`config.mk`:
```
export PLATFORM = sky130hd
export DESIGN_NAME = cla_seq_ctrl_flat
export DESIGN_NICKNAME = d
export VERILOG_FILES = /design/src/rtl/cla_seq_pkg.sv /design/src/rtl/cla_seq_ctrl_if.sv /design/src/rtl/cla_slice4.sv /design/src/rtl/cla_seq_ctrl.sv /design/src/flat_wrapper.sv
export SDC_FILE = /design/constraint.sdc
export NUM_CORES = 1
export LEC_CHECK = 0
export ABC_AREA = 0
export CAP_MARGIN = 10
export CORE_AREA = 2 2 88 90
export CTS_BUF_LIST = sky130_fd_sc_hd__clkbuf_8 sky130_fd_sc_hd__clkbuf_16
export CTS_CLUSTER_DIAMETER = 120
export CTS_CLUSTER_SIZE = 30
export DETAILED_ROUTE_END_ITERATION = 8
export DIE_AREA = 0 0 90 92
export GPL_ROUTABILITY_DRIVEN = 1
export PLACE_DENSITY = 0.8
export SYNTH_ARGS = -nofsm -noshare
export SYNTH_HDL_FRONTEND = slang
export SYNTH_HIERARCHICAL = 1
export SYNTH_SLANG_ARGS = --single-unit
```
`constraint.sdc`:
```
create_clock -name clk -period 3.22 [get_ports clk]
set_clock_uncertainty 0.05 [all_clocks]
set_input_delay 0.322 -clock clk [delete_from_list [all_inputs] [get_ports clk]]
set_output_delay 0.322 -clock clk [all_outputs]
set_load 0.05 [all_outputs]
```
`src/rtl/cla_seq_pkg.sv`:
```
// rtl/cla_seq_pkg.sv - shared types and constants for the sequential CLA controller
package cla_seq_pkg;
  localparam int NIBBLE_W = 4;

  typedef enum logic [1:0] {
    IDLE = 2'd0,
    RUN  = 2'd1,
    DONE = 2'd2
  } state_t;

  typedef logic req_id_t;
endpackage

```
`src/rtl/cla_seq_ctrl_if.sv`:
```
// rtl/cla_seq_ctrl_if.sv - two-requester operand bus and result bus of the CLA controller
interface cla_seq_ctrl_if #(parameter int NIBBLES = 4);
  import cla_seq_pkg::*;
  localparam int W = NIBBLE_W * NIBBLES;

  logic          req0_valid;
  logic          req0_ready;
  logic [W-1:0]  req0_a;
  logic [W-1:0]  req0_b;
  logic          req0_sub;
  logic          req1_valid;
  logic          req1_ready;
  logic [W-1:0]  req1_a;
  logic [W-1:0]  req1_b;
  logic          req1_sub;
  logic          res_valid;
  logic          res_ready;
  logic [W-1:0]  res_sum;
  logic          res_cout;
  logic          res_ovf;
  req_id_t       res_id;

  modport master (
    output req0_valid, req0_a, req0_b, req0_sub,
    output req1_valid, req1_a, req1_b, req1_sub,
    output res_ready,
    input  req0_ready, req1_ready,
    input  res_valid, res_sum, res_cout, res_ovf, res_id
  );

  modport slave (
    input  req0_valid, req0_a, req0_b, req0_sub,
    input  req1_valid, req1_a, req1_b, req1_sub,
    input  res_ready,
    output req0_ready, req1_ready,
    output res_valid, res_sum, res_cout, res_ovf, res_id
  );
endinterface

```
`src/rtl/cla_slice4.sv`:
```
// rtl/cla_slice4.sv - 4-bit carry-lookahead adder slice with group generate/propagate
module cla_slice4 (
  input  logic [3:0] a,
  input  logic [3:0] b,
  input  logic       cin,
  output logic [3:0] s,
  output logic       cout,
  output logic       gout,
  output logic       pout
);
  logic [3:0] g;
  logic [3:0] p;
  logic [3:0] c;

  assign g = a & b;
  assign p = a ^ b;

  assign c[0] = cin;
  assign c[1] = g[0] | (p[0] & cin);
  assign c[2] = g[1] | (p[1] & g[0]) | (p[1] & p[0] & cin);
  assign c[3] = g[2] | (p[2] & g[1]) | (p[2] & p[1] & g[0]) | (p[2] & p[1] & p[0] & cin);

  assign gout = g[3] | (p[3] & g[2]) | (p[3] & p[2] & g[1]) | (p[3] & p[2] & p[1] & g[0]);
  assign pout = &p;
  assign cout = gout | (pout & cin);
  assign s    = p ^ c;
endmodule

```
`src/rtl/cla_seq_ctrl.sv`:
```
// rtl/cla_seq_ctrl.sv - round-robin two-requester add/sub unit, one 4-bit CLA pass per cycle
module cla_seq_ctrl
  import cla_seq_pkg::*;
#(
  parameter int NIBBLES = 4
) (
  input  logic          clk,
  input  logic          rst,
  cla_seq_ctrl_if.slave bus
);
  localparam int IDX_W = (NIBBLES > 1) ? $clog2(NIBBLES) : 1;
  localparam logic [IDX_W-1:0] LAST_IDX = IDX_W'(NIBBLES - 1);

  state_t state, state_next;
  logic [NIBBLES-1:0][NIBBLE_W-1:0] a_reg, b_reg, sum_reg;
  logic             carry;
  logic [IDX_W-1:0] idx;
  req_id_t          id_reg, last_grant, grant;
  logic             ready0, ready1, accept;
  logic             cout_reg, ovf_reg;
  logic [NIBBLE_W-1:0] slice_s;
  logic             slice_cout, slice_g, slice_p;

  cla_slice4 u_slice (
    .a    (a_reg[idx]),
    .b    (b_reg[idx]),
    .cin  (carry),
    .s    (slice_s),
    .cout (slice_cout),
    .gout (slice_g),
    .pout (slice_p)
  );

  always_ff @(posedge clk) begin
    if (rst) state <= IDLE;
    else     state <= state_next;
  end

  always_comb begin
    state_next = state;
    grant      = ~last_grant;
    ready0     = 1'b0;
    ready1     = 1'b0;
    accept     = 1'b0;
    case (state)
      IDLE: begin
        if (!rst) begin
          if (bus.req0_valid && bus.req1_valid) grant = ~last_grant;
          else if (bus.req1_valid)              grant = 1'b1;
          else                                  grant = 1'b0;
          ready0 = bus.req0_valid && (grant == 1'b0);
          ready1 = bus.req1_valid && (grant == 1'b1);
          accept = ready0 || ready1;
          if (accept) state_next = RUN;
        end
      end
      RUN:     if (idx == LAST_IDX) state_next = DONE;
      DONE:    if (bus.res_ready)   state_next = IDLE;
      default: state_next = IDLE;
    endcase
  end

  // Subtraction is A + ~B + 1: B is inverted at capture and the carry seeded with 1.
  always_ff @(posedge clk) begin
    if (rst) begin
      a_reg      <= '0;
      b_reg      <= '0;
      sum_reg    <= '0;
      carry      <= 1'b0;
      idx        <= '0;
      id_reg     <= 1'b0;
      last_grant <= 1'b1;
      cout_reg   <= 1'b0;
      ovf_reg    <= 1'b0;
    end else begin
      case (state)
        IDLE: if (accept) begin
          a_reg      <= grant ? bus.req1_a : bus.req0_a;
          if (grant) b_reg <= bus.req1_sub ? ~bus.req1_b : bus.req1_b;
          else       b_reg <= bus.req0_sub ? ~bus.req0_b : bus.req0_b;
          carry      <= grant ? bus.req1_sub : bus.req0_sub;
          id_reg     <= grant;
          last_grant <= grant;
          idx        <= '0;
        end
        RUN: begin
          sum_reg[idx] <= slice_s;
          carry        <= slice_cout;
          idx          <= idx + 1'b1;
          if (idx == LAST_IDX) begin
            idx      <= '0;
            cout_reg <= slice_g | (slice_p & carry);
            ovf_reg  <= (a_reg[NIBBLES-1][NIBBLE_W-1] == b_reg[NIBBLES-1][NIBBLE_W-1]) &&
                        (slice_s[NIBBLE_W-1] != a_reg[NIBBLES-1][NIBBLE_W-1]);
          end
        end
        default: ;
      endcase
    end
  end

  assign bus.req0_ready = ready0;
  assign bus.req1_ready = ready1;
  assign bus.res_valid  = (state == DONE) && !rst;
  assign bus.res_sum    = sum_reg;
  assign bus.res_cout   = cout_reg;
  assign bus.res_ovf    = ovf_reg;
  assign bus.res_id     = id_reg;
endmodule

```
`src/flat_wrapper.sv`:
```
// flat-port wrapper written by rule: the top's interface ports become plain ports
module cla_seq_ctrl_flat import cla_seq_pkg::*;
#(
  parameter int NIBBLES = 4
)
  (clk, rst, bus_req0_valid, bus_req0_a, bus_req0_b, bus_req0_sub, bus_req1_valid, bus_req1_a, bus_req1_b, bus_req1_sub, bus_res_ready, bus_req0_ready, bus_req1_ready, bus_res_valid, bus_res_sum, bus_res_cout, bus_res_ovf, bus_res_id);
  cla_seq_ctrl_if #(.NIBBLES(NIBBLES)) bus_i ();
  input  logic clk;
  input  logic rst;
  input wire logic [$bits(bus_i.req0_valid)-1:0] bus_req0_valid;
  input wire logic [$bits(bus_i.req0_a)-1:0] bus_req0_a;
  input wire logic [$bits(bus_i.req0_b)-1:0] bus_req0_b;
  input wire logic [$bits(bus_i.req0_sub)-1:0] bus_req0_sub;
  input wire logic [$bits(bus_i.req1_valid)-1:0] bus_req1_valid;
  input wire logic [$bits(bus_i.req1_a)-1:0] bus_req1_a;
  input wire logic [$bits(bus_i.req1_b)-1:0] bus_req1_b;
  input wire logic [$bits(bus_i.req1_sub)-1:0] bus_req1_sub;
  input wire logic [$bits(bus_i.res_ready)-1:0] bus_res_ready;
  output wire logic [$bits(bus_i.req0_ready)-1:0] bus_req0_ready;
  output wire logic [$bits(bus_i.req1_ready)-1:0] bus_req1_ready;
  output wire logic [$bits(bus_i.res_valid)-1:0] bus_res_valid;
  output wire logic [$bits(bus_i.res_sum)-1:0] bus_res_sum;
  output wire logic [$bits(bus_i.res_cout)-1:0] bus_res_cout;
  output wire logic [$bits(bus_i.res_ovf)-1:0] bus_res_ovf;
  output wire logic [$bits(bus_i.res_id)-1:0] bus_res_id;
  assign bus_i.req0_valid = bus_req0_valid;
  assign bus_i.req0_a = bus_req0_a;
  assign bus_i.req0_b = bus_req0_b;
  assign bus_i.req0_sub = bus_req0_sub;
  assign bus_i.req1_valid = bus_req1_valid;
  assign bus_i.req1_a = bus_req1_a;
  assign bus_i.req1_b = bus_req1_b;
  assign bus_i.req1_sub = bus_req1_sub;
  assign bus_i.res_ready = bus_res_ready;
  assign bus_req0_ready = bus_i.req0_ready;
  assign bus_req1_ready = bus_i.req1_ready;
  assign bus_res_valid = bus_i.res_valid;
  assign bus_res_sum = bus_i.res_sum;
  assign bus_res_cout = bus_i.res_cout;
  assign bus_res_ovf = bus_i.res_ovf;
  assign bus_res_id = bus_i.res_id;
  cla_seq_ctrl #(.NIBBLES(NIBBLES)) u_core (.clk(clk), .rst(rst), .bus(bus_i));
endmodule
```
==> results of run 1 <==
## stage by stage
stage	hold WS [ns]	total power [mW]	setup WS [ns]	cells
finish	0.408	2.05	0.373	575
global route	0.428	2.14	0.210	575
CTS	0.409	2.06	0.173	575
detailed placement	0.399	1.45	0.195	559
global placement	0.394	1.43	0.335	559
floorplan	0.413	1.23	0.287	391
## cell usage in the layout, fill, tap and decap left out, types with 2 or more instances in the layout
cell type	count
o21ai_0	15
nand3b_1	6
xnor2_1	34
nand2_1	26
nand3_1	16
a21o_1	3
or3_1	2
a311oi_1	33
clkinv_1	2
nand2b_1	17
nor3_1	2
a211oi_1	2
clkinvlp_4	4
clkdlybuf4s50_1	89
mux2i_1	13
inv_1	8
or3b_2	2
o211ai_1	2
dfxtp_1	56
nor2_1	16
buf_4	14
a21oi_1	42
a32o_1	16
clkbuf_8	10
ha_1	8
mux4_2	8
## worst min path at each step
stage / from / endpoint / slack (ns) / depth (start not counted)
2_1_floorplan: u_core/b_reg[10] / u_core/b_reg[10] / 0.41 / 1
6_report: u_core/bus.res_sum[12] / u_core/bus.res_sum[12] / 0.41 / 2
3_3_place_gp: u_core/bus.res_sum[14] / u_core/bus.res_sum[14] / 0.39 / 2
3_5_place_dp: u_core/bus.res_sum[12] / u_core/bus.res_sum[12] / 0.40 / 2
5_1_grt: u_core/bus.res_sum[12] / u_core/bus.res_sum[12] / 0.43 / 2
4_1_cts: u_core/bus.res_sum[12] / u_core/bus.res_sum[12] / 0.41 / 2
## cell families (layout without fill, tap and decap cells)
family                     count (synthesis)  count (layout)
xor gates and xnor gates                  35              35
AOI/OAI and AO/OA                        125             125
adders and majority gates                  9               9
and+or+nand+nor                           95              95
buffers and inverters                     49             131
DFF                                       57              57
muxes                                     21              21
## per-layer routing
| metal | track usage | vias up | share of wire |
|---|---|---|---|
| li1 | - | 1620 | - |
| met1 | 0.299 | 1632 | 0.43 |
| met2 | 0.398 | 164 | 0.49 |
| met3 | 0.0592 | 16 | 0.074 |
| met4 | 0.0679 | 0 | 0.013 |
| met5 | 0 | - | 0 |
## power groups by stage
stage / registers (mW) / logic (mW) / clock network, mW
after floorplan: 0.856 / 0.372 / 0
after global placement: 0.836 / 0.596 / 0
after detailed placement: 0.835 / 0.617 / 0
after CTS: 0.820 / 0.621 / 0.615
after global routing: 0.828 / 0.672 / 0.639
final: 0.821 / 0.624 / 0.603
## synth_stat cells, types with 2 or more instances
master / n
mux4_2: 8
mux2i_1: 13
buf_2: 15
nand3b_1: 6
o21ai_0: 15
buf_4: 2
nor3_1: 2
nand3_1: 16
a311oi_1: 33
xnor2_1: 34
dfxtp_1: 57
or3_1: 2
a32o_1: 16
buf_6: 3
ha_1: 8
a21oi_1: 42
o211ai_1: 2
inv_1: 8
nand2_1: 26
nor2_1: 16
clkinv_1: 2
clkbuf_1: 18
or3b_2: 2
a21o_1: 3
nand2b_1: 17
a211oi_1: 2
## cell type report
class                           count  area share
Timing Repair Buffer              105       0.219
Multi-Input combinational cell    285       0.462
Tap cell                          102      0.0273
Sequential cell                    57       0.245
Clock buffer                       10      0.0295
Clock inverter                      6     0.00938
Inverter                           10     0.00804
## tightest hold or removal path, cell delays in order (launching register included)
cell and delay [ns]:
dfxtp_1 0.31, nand2_1 0.05, a21oi_1 0.05
## what timing repair did
item,4_1_cts,5_1_grt
endpoints found under the setup margin,0,1
gates resized for setup,0,1
hold endpoints to repair,0,0
==> results.tsv, run 1 <==
stage	metric	value	unit
timing	Hold Vio Cnt, Final	0	
setup_path	Worst EP required	3.42	ns
floorplanning	die area	8280	um2
route	vias per cell	5.97	
final_layout	Nets	548	
clock_tree	Setup Buffers After CTS	0	
pwr	Clock Power Share	0.295	
synthesis	Most used DFF post-synth	dfxtp_1	
synthesis	number of synthesized flops with an enable pin	0	
final_layout	n_diodes	0	
setup_path	Worst path max stage delay	0.56	ns
min_path	HP Class	reg -> reg	
synthesis	Syn Area/Cell	9.04	um2
synthesis	proportion of synthesized area in mux cells	0.0878	
place	DP Area	4490	um2
pwr	Int Pwr	1.36	mW
final_layout	Finished Cell Area	4670	um2
synthesis	xor/xnor cell area share of the yosys netlist	0.0868	
floorplanning	FP Rows	32	
timing	Max Fclk	351	MHz
route	Routed WL per cell	16.8	um
clock_tree	CTS H-Tree Depth	3	
route	DRT antenna net count	0	
synthesis	area of the mapped netlist	3530	um2
setup_path	CP Capture Point	u_core/bus.res_ovf	
synthesis	syn_nets	471	
synthesis	Unique masters post-synth	49	
floorplanning	IO Pins	93	
synthesis	Synth Register Bits	57	
pwr	PwrDens	439	nW/um2
floorplanning	Initial Util	0.474	
route	Final Routed Wirelength	9670	um
route	Pre-Repair DR Iteration Count	5	
floorplanning	Die Y	92	um
setup_path	Critical Path End Type	flop	
clock_tree	hold_buf cts	0	
setup_path	Buf/Inv on CP	0	
synthesis	synth top area cells	dfxtp_1, xnor2_1, a311oi_1	
global_routing	vias in the first global route	3305	
setup_path	CP Depth	7	
synthesis	share of the yosys chip area belonging to registers	0.323	
synthesis	Ys Warns	6	
final_layout	fill cell count	646	
final_layout	footprint of the multi-input gates	2160	um2
place	RePlAce Congestion	0.848	
synthesis	Async SR Flop Fraction	0	
job	max-cap violations	0	
clock_tree	CTS tree	yes	
route	initial DRC count	240	
timing	RSZ-0062 raised after global routing	no	
global_routing	GR Util All Layers	0.236	
clock_tree	clk_lat worst skew	0.34	ns
setup_path	worst reg2reg setup slack	0.37	ns
timing	Slew @ Worst Pin	1.03	ns
clock_tree	Num Clock Sinks	57	
global_routing	largest net degree at the start of global routing	35	
route	vias	3432	
global_routing	total gr overflow	0	
synthesis	leading area contributor after synthesis	dfxtp_1	
pwr	sw power	0.687	mW
synthesis	compound-gate portion of the synthesized area	0.260	
timing	setup violators final	0	
pwr	worst vdd ir	0.241	mV
floorplanning	Core ar.	7450	um2
setup_path	chain of cells forming the critical path	mux4_2 > ha_1 > a41oi_2 > o21ai_2 > xor2_1 > or3b_2 > a311oi_1	
pwr	switching share of power	0.335	
setup_path	R2R cell count	7	
final_layout	synth-to-layout area growth	32.2	%
global_routing	first-pass GRT wire length	16000	um
clock_tree	CTS clk-pin slew, worst paths	0.07	ns
setup_path	crit-path max FO	10	
place	Detail Placement HPWL	6800	um
synthesis	synthesized instance count	391	
final_layout	FF+latch area	1140	um2
setup_path	Crit. Startpoint	u_core/idx[0]	
final_layout	Util after Layout	0.627	
timing	Slew Limit Fails	0	
timing	Setup TNS	0	ns
pwr	Sequential Power Share	0.401	
final_layout	layout cell share with drive strength beyond 1	0.112	
floorplanning	Die X	90	um
setup_path	CP arrival	3.05	ns
synthesis	Synth top area share	0.323	
synthesis	largest family of logic cells by synthesized area	compound AO/OA/AOI/OAI gates	
setup_path	reg-to-reg critical path endpoint	u_core/bus.res_ovf	
place	number of port buffers	92	
global_routing	initial antenna violation count	0	
pwr	Combinational Power Share	0.305	
timing	Tmin final	2.85	ns
setup_path	CP max stage cell	mux4_2	
clock_tree	clk buf depth	2	
setup_path	RR Startpoint	u_core/idx[0]	
route	DRC violations left	0	
clock_tree	Num CTS Buffers	9	
setup_path	Startpoint Class	flop	
timing	relative slew slack	0.310	
clock_tree	clk root buf	clkbuf_8	
synthesis	Synth Area in Adders	0.0340	
setup_path	critical path type	reg -> reg	
synthesis	Post-Synth Simple-Gate Area	0.143	
run_status	outcome	complete, no violations	
timing	fin crit share	0.884	
setup_path	critical path's top delay family	compound AO/OA/AOI/OAI gates	
pwr	Lkg Pwr	1.70	nW
Note: power is estimated with default switching activity, not from simulation.
==> run 2: changes to the inputs <==
PLACE_DENSITY = default   (was 0.8)
PLACE_DENSITY_LB_ADDON = 0.2   (was default)
==> run 2 against run 1 <==
Compared with the run above:
- clock-buffer cell count rose by 1
- combinational power fell by 0.6%
- final area rose by 1.1%
- sequential cell count did not move
- die area did not move
- critical path depth did not move
- wire length fell by 1.4%
- fmax rose by 0.72%
- sequential share of layout area fell by 0.26 points
- core utilization rose by 0.67 points
- non-clock buffer count rose by 1
- critical path type unchanged
==> results.tsv, run 2 (synthesis gave the netlist of run 1 again) <==
stage	metric	value	unit
run_status	outcome	complete, no violations	
setup_path	reg-to-reg critical path endpoint	u_core/bus.res_ovf	
timing	final setup margin	0.393	ns
timing	setup violators final	0	
floorplanning	Initial Util	0.474	
final_layout	synth-to-layout area growth	33.6	%
place	number of port buffers	92	
min_path	Min-Delay Path Depth	2	
pwr	Clock Power Share	0.321	
route	Final Routed Wirelength	9540	um
final_layout	most common cell after layout, fill and taps aside	clkdlybuf4s50_1	
timing	Tmin final	2.83	ns
timing	RSZ-0062 raised after global routing	no	
clock_tree	clk_lat worst skew	0.34	ns
final_layout	Finished Cell Area	4720	um2
floorplanning	die area	8280	um2
clock_tree	CTS H-Tree Depth	3	
global_routing	GR Util All Layers	0.239	
floorplanning	FP Rows	32	
clock_tree	clk buf depth	2	
setup_path	critical path type	reg -> reg	
setup_path	worst reg2reg setup slack	0.39	ns
setup_path	RR Startpoint	u_core/idx[0]	
route	DRC violations left	0	
global_routing	largest net degree at the start of global routing	35	
setup_path	chain of cells forming the critical path	mux4_2 > ha_1 > a41oi_2 > o21ai_2 > xor2_1 > or3b_2 > a311oi_1	
setup_path	Critical Path End Type	flop	
pwr	Pwr Total	2.12	mW
setup_path	Worst path max stage delay	0.55	ns
setup_path	Buf/Inv on CP	0	
clock_tree	Num CTS Buffers	9	
timing	Hold Vio Cnt, Final	0	
clock_tree	Resized cells post-CTS	0	
timing	Slew Limit Fails	0	
clock_tree	Setup Buffers After CTS	0	
setup_path	Worst EP required	3.42	ns
global_routing	initial antenna violation count	0	
job	max-cap violations	0	
place	Detail Placement HPWL	6880	um
pwr	Int Pwr	1.46	mW
min_path	worst hold path endpoint	u_core/bus.res_sum[14]	
final_layout	most frequent cells in the layout	clkdlybuf4s50_1, dfxtp_1, a21oi_1, xnor2_1, a311oi_1	
setup_path	critical path's top delay family	compound AO/OA/AOI/OAI gates	
global_routing	vias in the first global route	3325	
floorplanning	Core ar.	7450	um2
final_layout	Nets	549	
pwr	worst vdd ir	0.204	mV
place	DP Area	4510	um2
min_path	HP Class	reg -> reg	
setup_path	Startpoint Class	flop	
clock_tree	CTS clk-pin slew, worst paths	0.07	ns
route	vias	3353	
floorplanning	Die Y	92	um
pwr	PwrDens	450	nW/um2
min_path	hold path startpoint	u_core/bus.res_sum[14]	
timing	Max Fclk	354	MHz
pwr	Combinational Power Share	0.292	
global_routing	total gr overflow	0	
place	Placement Setup Slack	0.157	ns
final_layout	n_diodes	0	
final_layout	fill cell count	656	
clock_tree	clk root buf	clkbuf_8	
timing	relative slew slack	0.312	
timing	Slew @ Worst Pin	1.03	ns
timing	fin crit share	0.878	
route	Pre-Repair DR Iteration Count	4	
route	initial DRC count	162	
global_routing	met2 Usage GRT	0.400	
setup_path	CP arrival	3.03	ns
pwr	Lkg Pwr	1.74	nW
setup_path	CP max stage cell	mux4_2	
clock_tree	Num Clock Sinks	57	
route	vias per cell	5.82	
pwr	Sequential Power Share	0.387	
pwr	switching share of power	0.313	
global_routing	met1 Use GR	0.306	
global_routing	gr busiest metal	met2	
floorplanning	IO Pins	93	
route	Routed WL per cell	16.6	um
timing	Setup TNS	0	ns
pwr	sw power	0.665	mW
global_routing	met3 Track Usage GR	0.0411	
setup_path	crit-path max FO	13	
clock_tree	CTS tree	yes	
setup_path	R2R cell count	7	
place	RePlAce Congestion	0.831	
clock_tree	hold_buf cts	0	
final_layout	layout cell share with drive strength beyond 1	0.110	
global_routing	first-pass GRT wire length	16000	um
route	DRT antenna net count	0	
floorplanning	Die X	90	um
-- run 2: changes by cell type in the layout (fill, tap and decap cells not counted) --
cell,before,now
clkinvlp_4,4,1
buf_12,1,2
buf_2,1,0
bufinv_16,0,1
clkbuf_8,10,11
clkdlybuf4s50_1,89,90
inv_1,8,9
-- run 2: worst register-to-register path, delay by kind of cell, from the launching register on --
| family | cells | cell delay, ns |
|---|---|---|
| DFF | 1 | 0.54 |
| muxes | 1 | 0.56 |
| AOI/OAI and AO/OA | 3 | 0.59 |
| and+or+nand+nor | 1 | 0.46 |
| xor gates and xnor gates | 1 | 0.16 |
| adders and majority gates | 1 | 0.40 |
-- run 2: how the worst max path moves through the flow --
stage             startpoint            endpoint  slack [ns]  cells past startpoint
3_5_place_dp   u_core/idx[0]  u_core/bus.res_ovf        0.16                      7
4_1_cts        u_core/idx[0]  u_core/bus.res_ovf        0.14                      7
3_3_place_gp   u_core/idx[0]  u_core/bus.res_ovf        0.23                      7
2_1_floorplan  u_core/idx[0]  u_core/bus.res_ovf        0.29                      8
5_1_grt        u_core/idx[0]  u_core/bus.res_ovf        0.16                      7
6_report       u_core/idx[0]  u_core/bus.res_ovf        0.39                      7
-- run 2: cell type report --
type	instances	area [um2]	area share
clock buffer	11	151	0.0321
clock inverter	5	55.1	0.0117
inverter	10	37.5	0.00795
multi-input combinational	285	2160	0.458
sequential	57	1140	0.242
tap	102	128	0.0270
timing repair buffer	106	1050	0.222
-- run 2: stage by stage --
step	hold slack [ns]	cells	utilization
after floorplan	0.413	391	-
after global placement	0.394	560	0.606
after detailed placement	0.397	560	0.606
after CTS	0.406	576	0.634
after global routing	0.426	576	0.634
final	0.406	576	0.634
-- run 2: metal layers --
layer / share of wire / wire length [um] / up-vias
met5: 0 / 0 / -
met4: 0.017 / 165 / 0
met3: 0.058 / 550 / 17
met2: 0.49 / 4650 / 131
met1: 0.44 / 4180 / 1585
li1: - / - / 1620
-- run 2: power groups by stage --
stage	Sequential, mW	Clock [mW]	Combinational (mW)
final	0.823	0.683	0.620
after global routing	0.830	0.722	0.674
after CTS	0.822	0.691	0.618
after detailed placement	0.837	0	0.615
after global placement	0.838	0	0.601
after floorplan	0.856	0	0.372
==> run 3: changes to the inputs <==
--- a/config.mk
+++ b/config.mk
@@ -8,10 +8,10 @@
 export ABC_AREA = 0
 export CAP_MARGIN = 10
-export CORE_AREA = 2 2 88 90
+export CORE_AREA = 2 2 99 101
 export CTS_BUF_LIST = sky130_fd_sc_hd__clkbuf_8 sky130_fd_sc_hd__clkbuf_16
 export CTS_CLUSTER_DIAMETER = 120
 export CTS_CLUSTER_SIZE = 30
 export DETAILED_ROUTE_END_ITERATION = 8
-export DIE_AREA = 0 0 90 92
+export DIE_AREA = 0 0 101 103
 export GPL_ROUTABILITY_DRIVEN = 1
 export PLACE_DENSITY_LB_ADDON = 0.2
==> constraint.sdc (replaced) <==
create_clock -name clk -period 3.22 [get_ports clk]
set_clock_uncertainty 0.05 [all_clocks]
set_input_delay 0.644 -clock clk [delete_from_list [all_inputs] [get_ports clk]]
set_output_delay 0.644 -clock clk [all_outputs]
set_load 0.05 [all_outputs]
==> run 3 against run 2 <==
Compared with the run above:
- die area grew 26%
- clock-buffer cell count stayed put
- largest cell class unchanged
- combinational power rose by 1%
- setup slack got worse by 0.17 ns
- hold slack improved by 0.0053 ns
- critical path depth unchanged
- clock power increased by 35%
- global-route usage down 4.3 points
- highest routed layer unchanged
- sequential share of layout area fell by 0.52 points
- total power is 12% higher
- sequential power hardly changed
==> results.tsv, run 3 (synthesis gave the netlist of run 1 again) <==
stage	metric	value	unit
setup_path	R2R cell count	7	
timing	Setup TNS	0	ns
clock_tree	CTS H-Tree Depth	3	
route	Final Routed Wirelength	9980	um
global_routing	GR Util All Layers	0.196	
floorplanning	Die X	101	um
clock_tree	clk root buf	clkbuf_8	
timing	fin crit share	0.932	
timing	Slew @ Worst Pin	0.996	ns
floorplanning	Initial Util	0.374	
setup_path	Worst path max stage delay	0.67	ns
place	DP Area	4540	um2
final_layout	Finished Cell Area	4820	um2
min_path	HP Class	reg -> reg	
route	vias	3293	
job	max-cap violations	0	
clock_tree	Num Clock Sinks	57	
global_routing	largest net degree at the start of global routing	46	
timing	Hold Slack	0.411	ns
timing	setup violators final	0	
pwr	Sequential Power Share	0.347	
clock_tree	CTS tree	yes	
timing	Slew Limit Fails	0	
timing	relative slew slack	0.334	
clock_tree	Resized cells post-CTS	0	
place	RePlAce Congestion	0.878	
setup_path	RR Startpoint	u_core/idx[0]	
setup_path	Buf/Inv on CP	0	
place	Detail Placement HPWL	7120	um
route	vias per cell	5.57	
clock_tree	hold_buf cts	0	
pwr	Combinational Power Share	0.265	
clock_tree	Setup Buffers After CTS	0	
pwr	worst vdd ir	0.275	mV
final_layout	most frequent cells in the layout	clkdlybuf4s50_1, dfxtp_1, a21oi_1, xnor2_1, a311oi_1	
floorplanning	Core ar.	9460	um2
clock_tree	CTS clk-pin slew, worst paths	0.07	ns
timing	Max Fclk	333	MHz
clock_tree	clk_lat worst skew	0.33	ns
setup_path	critical path type	reg -> reg	
pwr	PwrDens	492	nW/um2
pwr	Int Pwr	1.70	mW
setup_path	reg-to-reg critical path endpoint	u_core/bus.res_ovf	
pwr	Lkg Pwr	1.79	nW
pwr	Clock Power Share	0.388	
setup_path	worst reg2reg setup slack	0.22	ns
setup_path	Startpoint Class	flop	
floorplanning	die area	10400	um2
final_layout	n_diodes	0	
final_layout	layout cell share with drive strength beyond 1	0.119	
final_layout	most common cell after layout, fill and taps aside	clkdlybuf4s50_1	
route	DRC violations left	0	
run_status	outcome	complete, no violations	
setup_path	Critical Path End Type	flop	
floorplanning	Die Y	103	um
clock_tree	Num CTS Buffers	9	
place	number of port buffers	92	
final_layout	Nets	552	
global_routing	first-pass GRT wire length	16100	um
final_layout	synth-to-layout area growth	36.4	%
setup_path	CP max stage cell	dfxtp_1	
route	Routed WL per cell	16.9	um
setup_path	CP arrival	3.20	ns
setup_path	Worst EP required	3.42	ns
pwr	sw power	0.670	mW
setup_path	crit-path max FO	10	
pwr	switching share of power	0.283	
timing	RSZ-0062 raised after global routing	no	
setup_path	critical path's top delay family	flip-flops	
setup_path	Crit. Startpoint	u_core/idx[0]	
setup_path	chain of cells forming the critical path	mux4_2 > ha_1 > a41oi_2 > o21ai_2 > xor2_1 > or3b_2 > a311oi_1	
setup_path	CP Capture Point	u_core/bus.res_ovf	
clock_tree	clk buf depth	2	
route	Pre-Repair DR Iteration Count	5	
timing	Tmin final	3.00	ns
global_routing	initial antenna violation count	0	
global_routing	vias in the first global route	3229	
route	initial DRC count	166	
setup_path	CP Depth	7	
floorplanning	FP Rows	36	
timing	Hold Vio Cnt, Final	0	
route	DRT antenna net count	0	
global_routing	total gr overflow	0	
floorplanning	IO Pins	93	
final_layout	Util after Layout	0.509	
[run 3: metal layers]
metal  track usage  share of wire  vias to the layer above
li1              -              -                     1624
met1         0.265           0.48                     1565
met2         0.318           0.47                      100
met3        0.0366          0.044                        4
met4        0.0593         0.0057                        0
met5             0              0                        -
[run 3: final cells by class]
type	count	area, um2
inverter	10	37.5
clock inverter	5	125
clock buffer	11	151
multi-input combinational	285	2160
tap	114	143
sequential	57	1140
fill	901	4640
timing repair buffer	109	1060
[run 3: worst min-delay path by stage]
stage | from | to | cells past startpoint
floorplan | u_core/b_reg[10] | u_core/b_reg[10] | 1
global placement | u_core/bus.res_sum[12] | u_core/bus.res_sum[12] | 2
detailed placement | u_core/bus.res_sum[13] | u_core/bus.res_sum[13] | 2
CTS | u_core/bus.res_sum[15] | u_core/bus.res_sum[15] | 2
global route | u_core/bus.res_sum[15] | u_core/bus.res_sum[15] | 2
finish | u_core/bus.res_sum[13] | u_core/bus.res_sum[13] | 2
[run 3: power groups by stage]
stage	Combinational [mW]	Clock [mW]	Sequential [mW]
2_1_floorplan	0.372	0	0.856
3_3_place_gp	0.613	0	0.836
3_5_place_dp	0.624	0	0.837
4_1_cts	0.628	0.934	0.822
5_1_grt	0.687	0.964	0.828
6_report	0.629	0.920	0.822
[run 3: worst register-to-register path, cell delays in order (launching register included)]
cell	delay [ns]
dfxtp_1	0.67
mux4_2	0.58
ha_1	0.40
a41oi_2	0.26
o21ai_2	0.10
xor2_1	0.16
or3b_2	0.45
a311oi_1	0.26
[run 3: through the flow]
step	setup slack, ns	total power [mW]	std cells
after floorplan	0.00485	1.23	391
after global placement	0.303	1.45	575
after detailed placement	0.224	1.46	575
after CTS	0.212	2.38	591
after global routing	0.0369	2.48	591
final	0.219	2.37	591
